--- config.mk ---
export PLATFORM = sky130hd
export DESIGN_NAME = vram_arbiter
export DESIGN_NICKNAME = d
export VERILOG_FILES = /design/src/rtl/vram_arbiter.sv
export SDC_FILE = /design/constraint.sdc
export NUM_CORES = 1
export LEC_CHECK = 0
export ABC_AREA = 1
export BUFFER_PORTS_ARGS = -buffer_cell sky130_fd_sc_hd__buf_2
export CAP_MARGIN = 20
export CORE_ASPECT_RATIO = 1.5
export CORE_MARGIN = 2
export CORE_UTILIZATION = 52
export CTS_BUF_LIST = sky130_fd_sc_hd__clkbuf_8
export DETAILED_ROUTE_END_ITERATION = 8
export PLACE_DENSITY = 0.81
export SKIP_LAST_GASP = 1
export SLEW_MARGIN = 20
export SYNTH_ARGS = -nofsm -noshare
export SYNTH_HDL_FRONTEND = slang
export SYNTH_SLANG_ARGS = --single-unit
--- constraint.sdc ---
create_clock -name clk -period 1.7 [get_ports clk]
set_input_delay 0.085 -clock clk [delete_from_list [all_inputs] [get_ports clk]]
set_output_delay 0.085 -clock clk [all_outputs]
set_load 0.02 [all_outputs]
--- src/rtl/vram_arbiter.sv ---
// Text-mode VRAM arbiter: display character fetches own every 8th pixel slot,
// CPU reads/writes are squeezed into the remaining cycles.
module vram_arbiter #(
    parameter int ROWS = 30,
    parameter int COLS = 80
) (
    input  logic        clk,
    input  logic        rst_n,
    input  logic [9:0]  pix_x,
    input  logic [9:0]  pix_y,
    input  logic        pix_valid,
    input  logic        cpu_req,
    input  logic        cpu_we,
    input  logic [11:0] cpu_addr,
    input  logic [7:0]  cpu_wdata,
    output logic        cpu_ready,
    output logic [7:0]  cpu_rdata,
    output logic        cpu_rvalid,
    output logic [11:0] vram_addr,
    output logic        vram_we,
    output logic [7:0]  vram_wdata,
    input  logic [7:0]  vram_rdata,
    output logic [19:0] disp_addr,
    output logic [7:0]  disp_char,
    output logic        disp_valid
);

    // state | meaning
    // IDLE  | ready for a new CPU request
    // ISSUE | latched op waits for a free (non-display) cycle, then drives the port
    // RDATA | VRAM read data returns; forwarded to the CPU with rvalid
    typedef enum logic [1:0] {
        IDLE  = 2'd0,
        ISSUE = 2'd1,
        RDATA = 2'd2
    } state_t;

    state_t      state_q, state_d;
    logic        we_q, we_d;
    logic [11:0] addr_q, addr_d;
    logic [7:0]  wdata_q, wdata_d;
    logic [11:0] hold_q, hold_d;
    logic [7:0]  rdata_q, rdata_d;
    logic        rvalid_q, rvalid_d;
    logic [7:0]  char_q, char_d;
    logic        slot_q;
    logic [19:0] pa1_q, pa2_q;
    logic        pv1_q, pv2_q;

    logic        slot;
    logic        in_range;
    logic        issue;

    assign slot     = pix_valid && (pix_x[2:0] == 3'd0);
    assign in_range = (int'(addr_q[11:7]) < ROWS) && (int'(addr_q[6:0]) < COLS);

    always_comb begin
        state_d  = state_q;
        we_d     = we_q;
        addr_d   = addr_q;
        wdata_d  = wdata_q;
        rdata_d  = rdata_q;
        rvalid_d = 1'b0;
        issue    = 1'b0;

        case (state_q)
            IDLE: begin
                if (cpu_req) begin
                    we_d    = cpu_we;
                    addr_d  = cpu_addr;
                    wdata_d = cpu_wdata;
                    state_d = ISSUE;
                end
            end
            ISSUE: begin
                // Out-of-range ops never touch the port, so they need not wait for a slot.
                if (!in_range) begin
                    if (!we_q) begin
                        rdata_d  = 8'h00;
                        rvalid_d = 1'b1;
                    end
                    state_d = IDLE;
                end else if (!slot) begin
                    issue   = 1'b1;
                    state_d = we_q ? IDLE : RDATA;
                end
            end
            RDATA: begin
                rdata_d  = vram_rdata;
                rvalid_d = 1'b1;
                state_d  = IDLE;
            end
            default: state_d = IDLE;
        endcase
    end

    always_comb begin
        vram_addr  = hold_q;
        vram_we    = 1'b0;
        vram_wdata = 8'h00;
        if (slot) begin
            vram_addr = {pix_y[8:4], pix_x[9:3]};
        end else if (issue) begin
            vram_addr  = addr_q;
            vram_we    = we_q;
            vram_wdata = wdata_q;
        end
        // Reset must force the port quiet immediately, not at the next edge.
        if (!rst_n) begin
            vram_addr  = 12'h000;
            vram_we    = 1'b0;
            vram_wdata = 8'h00;
        end
    end

    assign hold_d = vram_addr;
    assign char_d = slot_q ? vram_rdata : char_q;

    always_ff @(posedge clk or negedge rst_n) begin
        if (!rst_n) begin
            state_q  <= IDLE;
            we_q     <= 1'b0;
            addr_q   <= 12'h000;
            wdata_q  <= 8'h00;
            hold_q   <= 12'h000;
            rdata_q  <= 8'h00;
            rvalid_q <= 1'b0;
            char_q   <= 8'h00;
            slot_q   <= 1'b0;
            pa1_q    <= 20'h00000;
            pa2_q    <= 20'h00000;
            pv1_q    <= 1'b0;
            pv2_q    <= 1'b0;
        end else begin
            state_q  <= state_d;
            we_q     <= we_d;
            addr_q   <= addr_d;
            wdata_q  <= wdata_d;
            hold_q   <= hold_d;
            rdata_q  <= rdata_d;
            rvalid_q <= rvalid_d;
            char_q   <= char_d;
            slot_q   <= slot;
            pa1_q    <= {pix_y, pix_x};
            pa2_q    <= pa1_q;
            pv1_q    <= pix_valid;
            pv2_q    <= pv1_q;
        end
    end

    assign cpu_ready  = rst_n && (state_q == IDLE);
    assign cpu_rdata  = rdata_q;
    assign cpu_rvalid = rvalid_q;
    assign disp_addr  = pa2_q;
    assign disp_char  = char_q;
    assign disp_valid = pv2_q;

endmodule

=== After elaboration in Yosys (flattened, before gate mapping) ===
Index checks and enable logic that the tools add are counted.

* Register bits: 95
* Input port bits: 53
* Output and inout bits: 60

* Order comparisons: 2
* Eq/ne operators: 6
* Muxes and demuxes: 23
* Reductions and logical operators: 9

{| class="wikitable"
|+ Operator list
! cell !! count
|-
| two-way mux 8 bit || 5
|-
| two-way mux 12 bit || 3
|-
| case mux 8 bit (2 select lines) || 1
|-
| two-way mux 1 bit || 8
|-
| two-way mux 2 bit || 4
|-
| < comparator 7 bit (second input constant) || 1
|-
| inequality test 2 bit (second input constant) || 3
|-
| < comparator 5 bit (second input constant) || 1
|-
| case mux 2 bit (2 select lines) || 1
|-
| AND reduction 2 bit || 2
|-
| logical AND 1 bit || 3
|-
| zero test 3 bit || 1
|-
| inequality test 3 bit (second input constant) || 1
|-
| AND reduction 3 bit || 1
|-
| == test 2 x 1 -> 1 bit (second input constant) || 1
|-
| == test 2 bit (second input constant) || 1
|-
| zero test 2 bit || 1
|-
| case mux 1 bit (2 select lines) || 1
|-
| nonzero test 2 bit || 1
|}

=== Logic depth before layout (Yosys ltp) ===
* Word-level depth: 8
* Gate-level depth with buffers: 9
* Mapped depth without buffers: 8

=== Least setup slack after synthesis ===
Ideal clock, no wire load.

* Path kind: register -> register
* From: register state_q[1]
* To: register hold_q[1]
* Library setup time: 0.149 ns
* Arrival time: 1.487 ns
* Data required time: 1.551 ns
* Path slack: 0.064 ns
* Stages on the path, launching flop included: 10
* Buffers on the path: 1
* Period minus slack after synthesis: 1.636 ns
* Path through: dfrtp_1 > inv_1 > ha_1 > inv_1 > a21oi_2 > buf_4 > nand3_1 > nand2_1 > nor2_1 > nor2_1

* Cells in the longest elaborated chain, start to end: 5

{| class="wikitable"
|+ Ends and longest elaborated chain
! element !! RTL line !! text
|-
| start, declared || 38 || <nowiki>state_t state_q, state_d;</nowiki>
|-
| start signal, assigned || 135 || <nowiki>state_q <= state_d;</nowiki>
|-
| == test 2 x 1 -> 1 bit || 66 || <nowiki>case (state_q)</nowiki>
|-
| two-way mux 1 bit || 66 ||
|-
| two-way mux 12 bit || 103 || <nowiki>end else if (issue) begin</nowiki>
|-
| two-way mux 12 bit || 101 || <nowiki>if (slot) begin</nowiki>
|-
| two-way mux 12 bit || 109 || <nowiki>if (!rst_n) begin</nowiki>
|-
| net vram_addr[1] || 19 || <nowiki>output logic [11:0] vram_addr,</nowiki>
|-
| end signal, assigned || 139 || <nowiki>hold_q <= hold_d;</nowiki>
|-
| end, declared || 42 || <nowiki>logic [11:0] hold_q, hold_d;</nowiki>
|}

The timed path passes the listed nets, and every way through them passes these cells.
A chain may end at the register's enable or synchronous reset.

=== Worst setup path after layout ===
* From: register state_q[1]
* To: output vram_addr[10]

* Cells in the longest elaborated chain, start to end: 5

{| class="wikitable"
|+ Ends and longest elaborated chain
! element !! RTL line
|-
| == test 2 x 1 -> 1 bit || 66
|-
| two-way mux 1 bit || 66
|-
| two-way mux 12 bit || 103
|-
| two-way mux 12 bit || 101
|-
| two-way mux 12 bit || 109
|-
| end, declared || 19
|}

Every way passes these cells.

==> key figures <==
Logic synthesis
  – Sequential-to-total area share from yosys stat: 0.660
  – FF+latch count, synth: 95
  – Synth Net Count: 371
  – Post-Synthesis Cells: 315
  – Warnings from Yosys: 0
  – Syn_area_per_cell: 11.4 µm²
  – Library cells used by synthesis: 27
  – Post-Syn Area: 3600 µm²

Worst setup path
  – R2R depth: 11
  – Worst setup slack for register-to-register paths: -0.09 ns
  – Max FO, Critical Path: 6
  – Data required time at the worst endpoint: 1.62 ns
  – Most numerous cell on the critical path: sky130_fd_sc_hd__nor2_2
  – Critical R2R Capture: hold_q[8]
  – Critical path's largest stage delay: 0.40 ns
  – Crit-path slowest cell: sky130_fd_sc_hd__dfrtp_1
  – Start-to-end type of the worst setup path: flop to output port
  – Endpoint type of the worst setup path: output port
  – Reg-to-reg critical path startpoint: state_q[1]
  – Kind of start point of the critical path: flop
  – Cells along the critical path: inv_2 -> ha_4 -> nand2_2 -> nor2_4 -> buf_12 -> nor2_2 -> nor2_1 -> nor2_2 -> buf_4
  – Crit path DAT: 1.91 ns

Global routing
  – Residual overflow from global routing: 0
  – Vias in the first global route: 3121
  – Overall fraction of global-route tracks in use: 0.256
  – Maximum number of pins on one net before global-route repair: 32
  – Wire length of the first global-routing pass: 14700 µm
  – Initial antenna violation count: 0

Floorplan
  – DIE WIDTH: 72.0 µm
  – Vert. Die Dim: 106 µm
  – Boundary pin count: 113
  – Number of rows in the core area: 37
  – Starting density of the core: 0.530
  – Floorplan die area: 7630 µm²
  – Core region area: 6810 µm²

Final layout
  – Post-Route Utilization: 0.809
  – Design area: 5500 µm²
  – Ratio of cells with drive above 1 in the final layout: 0.441
  – Number of nets at the end of the flow: 566
  – Number of filler instances in the final layout: 352
  – Top library cells by usage in the layout, fill and taps aside: sky130_fd_sc_hd__dfrtp_1, sky130_fd_sc_hd__buf_2, sky130_fd_sc_hd__dlygate4sd3_1, sky130_fd_sc_hd__nor2_1, sky130_fd_sc_hd__buf_4
  – Area growth from synthesis to layout: 52.7%
  – Number of diodes added for antenna fixing: 0
  – Register Area: 2380 µm²
  – Area of the multi-input gates: 1170 µm²
  – Most frequent standard cell in the layout excluding fill and tap cells: sky130_fd_sc_hd__dfrtp_1

Power
  – Maximum VDD drop: 1.42 mV
  – Leakage dissipation: 2.75 nW
  – Proportion of power drawn by the clock network: 0.208
  – Comb pwr share: 0.439
  – Internal power: 5.44 mW
  – Power Dens Cells: 1600 nW/µm²
  – Share of power burned in registers: 0.353
  – Switching part of the total: 0.381
  – Power dissipated by switching net loads: 3.35 mW

CTS
  – Number of CTS-inserted buffers: 9
  – Insertion delay to the later sink of the worst-skew pair: 0.37 ns
  – Number of sinks driven by the clock tree: 95
  – CTS tree: yes
  – Clock root buffer: sky130_fd_sc_hd__clkbuf_8
  – CTS H-Tree Depth: 3
  – Buffer depth of the longest clock path: 2
  – Worst-path clk slew: 0.09 ns

Route
  – Number of nets with antenna violations after detailed routing: 0
  – Vias per Instance: 5.24
  – DRT Wirelength: 10500 µm
  – Routed wirelength normalized by instance count: 17.7 µm
  – DRC: 0
  – Vias post-DR: 3110
  – DRT iter0 DRCs: 213
  – DRT Pass-1 Iters: 4

Run status
  – Run status: finished with violations
  – Failing checks: negative setup slack

Timing
  – Min Clock Period, post-route: 1.99 ns
  – Number of slew-limit violations in the final report: 0
  – Crit path setup slack, layout: -0.293 ns
  – Max Freq: 0.502 GHz
  – Transition time at the pin with the least slew margin: 0.825 ns
  – Relative slew slack: 0.448
  – Number of failing hold endpoints at the final stage: 0
  – Final worst clock skew: 0.00886 ns
  – Crit share post-route: 1.17
  – Final setup violation count: 22
  – Unrepaired setup endpoints after global routing: yes

Placed design
  – Placed Instance Area: 4310 µm²
  – Count of port buffers added during placement: 112
  – Last weighted congestion value of the routability-driven placer: 0.782
  – HPWL reported at the end of detailed placement: 5420 µm

Worst hold path
  – Cells on Worst Hold Path: 4
  – Min-delay worst type: input port to flop
  – Hold Crit Start: cpu_req
  – Terminating pin of the worst hold path: state_q[1]

Run
  – Max Cap Violations: 0
[worst max-delay path, delay by kind of cell, from the launching register on]
family                   cells  cell delay, ns
adder cells (fa/ha/maj)      1            0.17
AND/OR/NAND/NOR              5            0.54
buffers and inverters        3            0.42
flip-flops                   1            0.40
[power by group through the flow]
| stage | registers [mW] | logic, mW | clock network (mW) |
|---|---|---|---|
| 6_report | 3.11 | 3.86 | 1.83 |
| 5_1_grt | 3.14 | 4.09 | 1.94 |
| 3_3_place_gp | 3.05 | 2.66 | 0 |
| 4_1_cts | 3.05 | 3.20 | 1.84 |
| 2_1_floorplan | 3.20 | 1.79 | 0 |
| 3_5_place_dp | 3.09 | 2.74 | 0 |
[registers in the layout, summed over array words and instances, names as in the netlist]
signal	flops
addr_q	12
cpu_rdata	8
cpu_rvalid	1
disp_addr	20
disp_char	8
disp_valid	1
hold_q	12
pa1_q	20
pv1_q	1
slot_q	1
state_q	2
wdata_q	8
we_q	1
[layout make-up]
cell class | instances | share of cell area
clock buffer | 10 | 0.0250
clock inverter | 6 | 0.0209
inverter | 32 | 0.0223
multi-input combinational | 177 | 0.213
sequential | 95 | 0.432
tap | 78 | 0.0177
timing repair buffer | 195 | 0.269
[repair_timing]
item,CTS,global route
buffers inserted,10,6
hold buffers,52,0
pin swaps,6,13
hold endpoints to repair,111,0
setup endpoints to repair,21,22
gates resized for setup,30,43
gates cloned,1,2
[synth_stat cells (all sizes together)]
master   n  area [µm²]
dfrtp   95        2380
nor2    63         297
nand2   33         155
inv     31         116
nand3   22         115
mux2    19         214
o21ai   16        83.8
a21oi   11        58.8
buf      9        66.3
o211ai   8        60.1
clkbuf   3        11.3
ha       3        37.5
a21boi   1        7.51
clkinv   1        3.75
[worst max-delay path by stage]
| stage | end | startpoint | slack, ns |
|---|---|---|---|
| after global routing | vram_addr[10] | addr_q[8] | -0.41 |
| final | vram_addr[10] | state_q[1] | -0.29 |
| after floorplan | hold_q[1] | state_q[1] | 0.06 |
| after CTS | vram_addr[5] | state_q[1] | -0.22 |
| after detailed placement | vram_addr[10] | state_q[1] | -0.06 |
| after global placement | vram_addr[10] | state_q[1] | 0.02 |
[through the flow]
step / setup TNS (ns) / std cells / setup WS [ns] / hold WS, ns / power [mW]
after floorplan: 0 / 315 / 0.0640 / -0.211 / 4.99
after global placement: 0 / 506 / 0.0233 / 0.0185 / 5.71
after detailed placement: -0.130 / 506 / -0.0594 / 0.0221 / 5.83
after CTS: -3.93 / 585 / -0.222 / 0.0397 / 8.09
after global routing: -6.42 / 593 / -0.412 / 0.113 / 9.18
final: -4.70 / 593 / -0.293 / 0.0771 / 8.80
[cell families (layout without fill, tap and decap cells)]
kind of cell,Yosys count,after routing,synth area share
simple gates,118,119,0.157
flops,95,95,0.660
buf+inv,44,243,0.0549
compound gates,36,36,0.0583
mux,19,19,0.0594
fa+ha+maj,3,3,0.0104
[layer usage]
layer | GRT usage | wire (µm)
met1 | 0.286 | 3770
met2 | 0.442 | 5840
met3 | 0.0531 | 477
met4 | 0.147 | 432
met5 | 0 | 0
Note: power is estimated with default switching activity, not from simulation.
